File: src/rtl/csr_file.sv
// csr_file: machine-mode CSR register file for the RV32 core.
// Holds mstatus/mie/mtvec/mscratch/mepc/mcause/mtval, decodes the CSR
// address map, applies trap entry and mret updates, gates interrupts into
// a registered irq_req and computes the trap handler vector.
// Optional feature macro: CSR_COUNTERS_EN adds the 64-bit mcycle/minstret
// counters and their read-only mirrors; without it those addresses are
// unmapped and instret is ignored.
module csr_file #(
    parameter logic [31:0] RESET_MTVEC = 32'h0000_0000,
    parameter logic [31:0] HART_ID     = 32'd0
) (
    input  logic        clk,
    input  logic        rst_n,
    input  logic [11:0] csr_addr,
    output logic [31:0] csr_rdata,
    input  logic        csr_we,
    input  logic [31:0] csr_wdata,
    output logic        csr_illegal,
    input  logic        instret,
    input  logic        trap_valid,
    input  logic [31:0] trap_cause,
    input  logic [31:0] trap_pc,
    input  logic [31:0] trap_tval,
    input  logic        mret,
    input  logic        ext_irq,
    input  logic        timer_irq,
    output logic [31:0] trap_vector,
    output logic [31:0] mepc_o,
    output logic        irq_req
);

    localparam logic [31:0] MISA_VALUE = 32'h4000_0100;

    // architectural state
    logic        mstatus_mie_r;
    logic        mstatus_mpie_r;
    logic        mie_meie_r;
    logic        mie_mtie_r;
    logic [31:0] mtvec_r;
    logic [31:0] mscratch_r;
    logic [31:0] mepc_r;
    logic [31:0] mcause_r;
    logic [31:0] mtval_r;
    logic        irq_req_r;

    // decoded views
    logic [31:0] mstatus_s;
    logic [31:0] mie_s;
    logic [31:0] mip_s;
    logic        mapped_s;
    logic        read_only_s;
    logic        sw_we_s;
    logic [31:0] vector_base_s;
    logic        irq_pending_s;

    assign read_only_s = (csr_addr[11:10] == 2'b11);
    // a software write to non-counter state loses to trap entry and mret
    assign sw_we_s     = csr_we & ~read_only_s & ~trap_valid & ~mret;

    assign mstatus_s = {19'd0, 2'b11, 3'd0, mstatus_mpie_r, 3'd0, mstatus_mie_r, 3'd0};
    assign mie_s     = {20'd0, mie_meie_r, 3'd0, mie_mtie_r, 7'd0};
    assign mip_s     = {20'd0, ext_irq, 3'd0, timer_irq, 7'd0};

`ifdef CSR_COUNTERS_EN
    logic [63:0] mcycle_r;
    logic [63:0] minstret_r;
    logic        cyc_lo_we_s;
    logic        cyc_hi_we_s;
    logic        ret_lo_we_s;
    logic        ret_hi_we_s;

    // counter writes are never blocked by trap or mret
    assign cyc_lo_we_s = csr_we & (csr_addr == 12'hB00);
    assign cyc_hi_we_s = csr_we & (csr_addr == 12'hB80);
    assign ret_lo_we_s = csr_we & (csr_addr == 12'hB02);
    assign ret_hi_we_s = csr_we & (csr_addr == 12'hB82);

    // mcycle: free-running 64-bit count, a half-write replaces that half and skips the increment
    always_ff @(posedge clk or negedge rst_n) begin
        if (!rst_n) begin
            mcycle_r <= 64'd0;
        end else if (cyc_lo_we_s) begin
            mcycle_r[31:0] <= csr_wdata;
        end else if (cyc_hi_we_s) begin
            mcycle_r[63:32] <= csr_wdata;
        end else begin
            mcycle_r <= mcycle_r + 64'd1;
        end
    end

    // minstret: counts retired instructions, same write/suppress rule as mcycle
    always_ff @(posedge clk or negedge rst_n) begin
        if (!rst_n) begin
            minstret_r <= 64'd0;
        end else if (ret_lo_we_s) begin
            minstret_r[31:0] <= csr_wdata;
        end else if (ret_hi_we_s) begin
            minstret_r[63:32] <= csr_wdata;
        end else if (instret) begin
            minstret_r <= minstret_r + 64'd1;
        end else begin
            minstret_r <= minstret_r;
        end
    end
`else
    logic unused_instret_s;
    assign unused_instret_s = instret;
`endif

    // address decode and combinational read mux
    always_comb begin
        csr_rdata = 32'd0;
        mapped_s  = 1'b1;
        case (csr_addr)
            12'h300: csr_rdata = mstatus_s;
            12'h301: csr_rdata = MISA_VALUE;
            12'h304: csr_rdata = mie_s;
            12'h305: csr_rdata = mtvec_r;
            12'h340: csr_rdata = mscratch_r;
            12'h341: csr_rdata = mepc_r;
            12'h342: csr_rdata = mcause_r;
            12'h343: csr_rdata = mtval_r;
            12'h344: csr_rdata = mip_s;
`ifdef CSR_COUNTERS_EN
            12'hB00, 12'hC00: csr_rdata = mcycle_r[31:0];
            12'hB80, 12'hC80: csr_rdata = mcycle_r[63:32];
            12'hB02, 12'hC02: csr_rdata = minstret_r[31:0];
            12'hB82, 12'hC82: csr_rdata = minstret_r[63:32];
`endif
            12'hF14: csr_rdata = HART_ID;
            default: begin
                csr_rdata = 32'd0;
                mapped_s  = 1'b0;
            end
        endcase
    end

    assign csr_illegal = ~mapped_s | (csr_we & read_only_s);

    // mstatus: trap entry stacks MIE, mret unstacks it, otherwise software write
    always_ff @(posedge clk or negedge rst_n) begin
        if (!rst_n) begin
            mstatus_mie_r  <= 1'b0;
            mstatus_mpie_r <= 1'b0;
        end else if (trap_valid) begin
            mstatus_mpie_r <= mstatus_mie_r;
            mstatus_mie_r  <= 1'b0;
        end else if (mret) begin
            mstatus_mie_r  <= mstatus_mpie_r;
            mstatus_mpie_r <= 1'b1;
        end else if (sw_we_s && (csr_addr == 12'h300)) begin
            mstatus_mie_r  <= csr_wdata[3];
            mstatus_mpie_r <= csr_wdata[7];
        end else begin
            mstatus_mie_r  <= mstatus_mie_r;
            mstatus_mpie_r <= mstatus_mpie_r;
        end
    end

    // trap CSRs: trap entry overrides any software write in the same cycle
    always_ff @(posedge clk or negedge rst_n) begin
        if (!rst_n) begin
            mepc_r   <= 32'd0;
            mcause_r <= 32'd0;
            mtval_r  <= 32'd0;
        end else if (trap_valid) begin
            mepc_r   <= {trap_pc[31:2], 2'b00};
            mcause_r <= trap_cause;
            mtval_r  <= trap_tval;
        end else if (sw_we_s) begin
            case (csr_addr)
                12'h341: mepc_r   <= {csr_wdata[31:2], 2'b00};
                12'h342: mcause_r <= csr_wdata;
                12'h343: mtval_r  <= csr_wdata;
                default: mepc_r   <= mepc_r;
            endcase
        end else begin
            mepc_r <= mepc_r;
        end
    end

    // software-only configuration CSRs: mie, mtvec, mscratch
    always_ff @(posedge clk or negedge rst_n) begin
        if (!rst_n) begin
            mie_meie_r <= 1'b0;
            mie_mtie_r <= 1'b0;
            mtvec_r    <= RESET_MTVEC;
            mscratch_r <= 32'd0;
        end else if (sw_we_s) begin
            case (csr_addr)
                12'h304: begin
                    mie_meie_r <= csr_wdata[11];
                    mie_mtie_r <= csr_wdata[7];
                end
                12'h305: begin
                    mtvec_r[31:2] <= csr_wdata[31:2];
                    // only direct (00) and vectored (01) modes are kept
                    if (csr_wdata[1] == 1'b0) begin
                        mtvec_r[1:0] <= csr_wdata[1:0];
                    end else begin
                        mtvec_r[1:0] <= mtvec_r[1:0];
                    end
                end
                12'h340: mscratch_r <= csr_wdata;
                default: mscratch_r <= mscratch_r;
            endcase
        end else begin
            mscratch_r <= mscratch_r;
        end
    end

    assign irq_pending_s = mstatus_mie_r & (|(mie_s & mip_s));

    // irq_req: registered copy of the enabled-and-pending interrupt condition
    always_ff @(posedge clk or negedge rst_n) begin
        if (!rst_n) begin
            irq_req_r <= 1'b0;
        end else begin
            irq_req_r <= irq_pending_s;
        end
    end

    assign irq_req = irq_req_r;
    assign mepc_o  = mepc_r;

    // handler PC: vectored mode offsets interrupts by 4*cause
    always_comb begin
        vector_base_s = {mtvec_r[31:2], 2'b00};
        if ((mtvec_r[1:0] == 2'b01) && trap_cause[31]) begin
            trap_vector = vector_base_s + {25'd0, trap_cause[4:0], 2'b00};
        end else begin
            trap_vector = vector_base_s;
        end
    end

endmodule
File: config.mk
export PLATFORM = sky130hd
export DESIGN_NAME = csr_file
export DESIGN_NICKNAME = d
export VERILOG_FILES = /design/src/rtl/csr_file.sv
export SDC_FILE = /design/constraint.sdc
export NUM_CORES = 1
export LEC_CHECK = 0
export ABC_CLOCK_PERIOD_IN_PS = 2950
export CORE_ASPECT_RATIO = 2
export CORE_MARGIN = 1
export CORE_UTILIZATION = 31
export CTS_BUF_LIST = sky130_fd_sc_hd__clkbuf_4 sky130_fd_sc_hd__clkbuf_8
export CTS_CLUSTER_SIZE = 10
export DETAILED_ROUTE_END_ITERATION = 8
export GPL_TIMING_DRIVEN = 0
export PLACE_DENSITY = 0.59
export SLEW_MARGIN = 20
export SYNTH_ARGS = -nofsm -noshare
export SYNTH_HDL_FRONTEND = slang
export SYNTH_SLANG_ARGS = --single-unit
File: constraint.sdc
create_clock -name clk -period 2.95 [get_ports clk]
set_clock_uncertainty 0.1 [all_clocks]
set_input_delay 0.59 -clock clk [delete_from_list [all_inputs] [get_ports clk]]
set_output_delay 0.59 -clock clk [all_outputs]
set_load 0.01 [all_outputs]
# Yosys cells after proc, flatten, opt, wreduce, memory -nomap -nowiden
# Index checks and enable logic that the tools add are counted.
[classes]
n_addsub = 1
eq_ne = 11
mux = 18
bitwise_logic = 12
reduce_logical = 16
[op_table]
columns = ["op", "count"]
rows = [
  ["2-to-1 mux 32 bit", 10],
  ["case mux 32 bit (9 select lines)", 1],
  ["== test 12 x 10 -> 1 bit (second input constant)", 9],
  ["adder 32 x 7 -> 32 bit", 1],
  ["OR reduction 32 bit", 1],
  ["AND 12 bit", 1],
  ["== test 12 bit (second input constant)", 1],
  ["AND reduction 2 bit", 6],
  ["OR reduction 10 bit", 1],
  ["nonzero test 2 bit", 4],
  ["2-to-1 mux 1 bit", 7],
  ["AND 1 bit", 5],
  ["NOT 1 bit", 5],
  ["AND reduction 3 bit", 1],
  ["nonzero test 3 bit", 1],
  ["== test 2 bit (second input constant)", 1],
  ["logical AND 1 bit", 2],
  ["bitwise OR 1 bit", 1],
]
[word_totals]
regBits = 164
in_bits = 148
output_inout_bits = 98
elab_cells = 69

# Longest topological paths before layout
[logic_depth]
depth_word = 9
ltp_mapped = 7
ltp_nobuf = 7

# Least setup slack after synthesis
# OpenSTA, ideal clock, no wires.
[synth_path]
path_type = "input to output"
start = "input trap_cause[0]"
end = "output trap_vector[28]"
arrival_time_ns = 2.306
required_time_ns = 2.260
slack_ns = -0.046
cell_stages = 7
n_path_buf = 0
path_cell_list = "ha_1 fa_1 a21oi_1 o22a_1 or4_1 nor4_1 xor2_1"
[synth_between]
elab_chain_len = 2
[synth_lines]
columns = ["element", "line", "rtl"]
rows = [
  ["start, declared", "21", "input logic [31:0] trap_cause,"],
  ["adder 32 x 7 -> 32 bit", "230", "trap_vector = vector_base_s + {25'd0, trap_cause[4:0], 2'b00};"],
  ["2-to-1 mux 32 bit", "229", "if ((mtvec_r[1:0] == 2'b01) && trap_cause[31]) begin"],
  ["end, declared", "27", "output logic [31:0] trap_vector,"],
]
# No other way between the ends.

# Worst setup path in the final report
[layout_path]
start = "register mtvec_r[5]"
end = "output trap_vector[24]"
[layout_between]
elab_chain_len = 2
[layout_lines]
columns = ["element", "line", "rtl"]
rows = [
  ["start, declared", "39", "logic [31:0] mtvec_r;"],
  ["start signal, assigned", "196", "mtvec_r[31:2] <= csr_wdata[31:2];"],
  ["adder 32 x 7 -> 32 bit", "230", ""],
  ["2-to-1 mux 32 bit", "229", ""],
]
# No other way between the ends.

==> results.sh <==
export IMPL_place_ws_ps=-2120
export IMPL_rr_startpoint="mepc_o[30]"
export IMPL_syn_avg_cell_area_um2=12.5
export IMPL_cp_required_ps=2260
export IMPL_drt_initial_drc_count=407
export IMPL_total_power_mw=5.16
export IMPL_final_core_util_pct=46.1
export IMPL_cp_end_kind="output port"
export IMPL_synth_seq_area_share_pct=42.3
export IMPL_timing_worst_setup_path_type="flip-flop to output port"
export IMPL_synth_cells=765
export IMPL_clock_root_buffer="clkbuf_8"
export IMPL_status="finished with violations"
export IMPL_floorplan_initialDensity_pct=31.7
export IMPL_cp_startpoint="mtvec_r[5]"
export IMPL_grt_usage_pct=24.0
export IMPL_r2r_cells=2
export IMPL_gp_congestion=0.895
export IMPL_setup_tns_final_ps=-5550
export IMPL_synth_edf_count=0
export IMPL_synth_cell_types=55
export IMPL_multi_input_area_um2=5800
export IMPL_final_setup_worst_slack_ps=-394
export IMPL_violations="setup timing"
export IMPL_grt_pass1_vias=8314
export IMPL_cp_arrival_ps=2650
export IMPL_min_period_ps=3340
export IMPL_die_w_um=126
export IMPL_dp_hpwl_um=26900
export IMPL_cts_buffers_inserted=17
export IMPL_relSlewSlack_pct=30.3
export IMPL_stdcell_area_um2=14000
export IMPL_ys_flop_type="dfrtp_1"
export IMPL_peakVddDrop_mv=0.305
export IMPL_antenna_found_initial=1
export IMPL_cp_num_buf_inv=1
export IMPL_clkSinkCount=162
export IMPL_vias_per_cell=5.34
export IMPL_rsz0062_at_grt="yes"
export IMPL_wl_um=37200
export IMPL_syn_area_um2=9590
export IMPL_yosysWarningCount=0
export IMPL_pin_count=246
export IMPL_cts_tree="yes"
export IMPL_port_buffers=236
export IMPL_hold_viol=0
export IMPL_vias=7747
export IMPL_max_cap_violations=0
export IMPL_fin_crit_sh_pct=113
export IMPL_grt_pass1_wl_um=54000
export IMPL_ant_nets=0
export IMPL_clkLatencyLatePin_ps=500
export IMPL_cp_cell_sequence="ha_4 -> nand3_2 -> o22a_2 -> or4_4 -> nor3_4 -> xor2_1 -> buf_2"
export IMPL_wire_per_inst_um=25.6
export IMPL_power_density_nw_per_um2=370
export IMPL_regToRegEndpoint="mepc_o[30]"
export IMPL_path_depth=7
export IMPL_clockBufferDepth=2
export IMPL_drc=0
export IMPL_drive_gt1_share_pct=51.3
export IMPL_min_path_type="flip-flop to flip-flop"
export IMPL_cp_slowest_cell="or4_4"
export IMPL_drt_pass1_iter_count=5
export IMPL_grt_max_degree=92
export IMPL_drv_slew=0
export IMPL_ys_ff_latch=162
export IMPL_regArea_um2=4060
export IMPL_area_growth_pct=45.4
export IMPL_crit_end="trap_vector[24]"
export IMPL_dieArea_um2=31700
export IMPL_p_leak_nw=5.99
export IMPL_async_flop_share_pct=100
export IMPL_reg2reg_setup_slack_ps=1740
export IMPL_max_freq_ghz=0.299
export IMPL_place_area_um2=12500
export IMPL_cp_max_fo=4
export IMPL_max_stage_delay_ps=490
export IMPL_path_delay_family="simple AND/OR/NAND/NOR gates"
export IMPL_htree_levels=4
export IMPL_clk_pin_slew_ps=100
export IMPL_tightest_slew_ps=1050
export IMPL_setup_viol=26
export IMPL_fp_coreArea_um2=30300
export IMPL_nNetsFinal=1222
export IMPL_cp_start_kind="flip-flop"
export IMPL_fillers=2735
export IMPL_overflow=0
export IMPL_die_y_um=251
export IMPL_rows=90
==> per-stage QoR <==
stage | hold slack, ps | std cells
global route | 415 | 1450
CTS | 397 | 1440
floorplan | 194 | 768
finish | 410 | 1450
global placement | 382 | 1372
detailed placement | 391 | 1373
==> cell usage in the layout (no fill, tap or decap), types with 8 or more instances in the layout <==
master	count
mux4_2	25
xor2_1	13
nor2_2	15
dfrtp_1	157
mux2_2	213
nand2_1	27
inv_1	8
buf_12	8
clkbuf_1	9
mux2_1	17
clkbuf_2	11
mux2_4	30
nand3_1	9
clkdlybuf4s50_1	160
nor2_1	19
clkbuf_8	27
nor2_4	9
xnor2_2	8
buf_2	43
nor3_1	8
a22oi_1	21
a21oi_1	8
buf_6	15
dlygate4sd2_1	13
buf_4	55
==> what timing repair did <==
item / in CTS / in global routing
hold buffers: 1 / 0
pin swaps: 32 / 19
resized for setup: 448 / 50
buffers inserted: 32 / 13
endpoints found under the hold margin: 71 / 0
gates cloned: 5 / 0
endpoints found under the setup margin: 132 / 129
==> layer usage <==
metal	share of wire [%]	wire length [um]	global-route usage [%]
met3	3.9	1450	3.66
met4	5.3	1980	13.2
met5	0	0	0
met2	56	20900	46.0
met1	35	12900	24.5
==> area by class of cell <==
type	instances	area share, %
antenna	1	0.0179
buffer	54	3.96
clock buffer	23	2.09
clock inverter	9	0.762
inverter	8	0.215
multi-input combinational	541	41.6
sequential	162	29.1
tap	368	3.30
timing repair buffer	284	19.0
==> power breakdown <==
| group | switching, mW | total (mW) | leakage (nW) | internal (mW) |
|---|---|---|---|---|
| sequential | 0.0923 | 2.44 | 2.04 | 2.35 |
| combinational | 0.399 | 0.998 | 3.75 | 0.599 |
| clock | 0.892 | 1.72 | 0.200 | 0.830 |
==> cell usage after synthesis (2+ instances only) <==
cell type / n / area share (%)
or4_1: 2 / 0.16
o22ai_1: 2 / 0.13
buf_2: 10 / 0.52
mux2i_1: 6 / 0.63
nor2b_1: 4 / 0.26
nand3_1: 14 / 0.73
clkbuf_1: 33 / 1.3
mux4_2: 25 / 5.9
nand4_1: 6 / 0.39
ha_1: 5 / 0.65
mux2_2: 213 / 25
nor4_1: 4 / 0.26
inv_1: 8 / 0.31
mux2_4: 30 / 4.7
a22o_1: 2 / 0.18
nand2_1: 30 / 1.2
or4_4: 2 / 0.23
a22oi_1: 27 / 2.1
mux2_1: 17 / 2.0
and4_1: 2 / 0.18
xor2_1: 17 / 1.6
dfrtp_1: 162 / 42
nor3b_1: 3 / 0.23
a31oi_1: 2 / 0.13
xnor2_1: 11 / 1.0
nand2b_1: 7 / 0.46
and3_1: 2 / 0.13
nor3_1: 19 / 0.99
or2_2: 2 / 0.13
buf_4: 7 / 0.55
o21ai_0: 7 / 0.37
and2_1: 3 / 0.20
nor2_1: 43 / 1.7
a21oi_1: 12 / 0.63
buf_12: 3 / 0.63
buf_1: 4 / 0.16
==> how the worst min path moves through the flow <==
stage / end / depth (start not counted) / start / slack, ps
6_report: mscratch_r[16] / 1 / mscratch_r[16] / 410
5_1_grt: mcause_r[0] / 2 / trap_cause[0] / 420
4_1_cts: mcause_r[0] / 2 / trap_cause[0] / 400
3_5_place_dp: mscratch_r[12] / 1 / mscratch_r[12] / 390
3_3_place_gp: mscratch_r[1] / 1 / mscratch_r[1] / 380
2_1_floorplan: irq_req / 0 / rst_n / 190
==> kinds of logic (layout without fill, tap and decap cells) <==
kind of cell | after synthesis | in the layout | share of synthesized area [%]
simple gates | 149 | 149 | 8.06
other cells | 1 | 5 | 0.0391
xor+xnor | 28 | 28 | 2.56
compound gates | 63 | 63 | 4.59
fa+ha+maj | 6 | 6 | 0.861
mux | 291 | 291 | 38.2
buf+inv | 65 | 378 | 3.46
flops | 162 | 162 | 42.3
==> registers in the layout, indices dropped and copies added, names as in the netlist <==
name and flops:
mtval_r 32, mie_meie_r 1, mstatus_mpie_r 1, mscratch_r 32, mstatus_mie_r 1, mepc_o 30
mcause_r 32, mie_mtie_r 1, irq_req 1, mtvec_r 31
(Power assumes the default switching activity.)
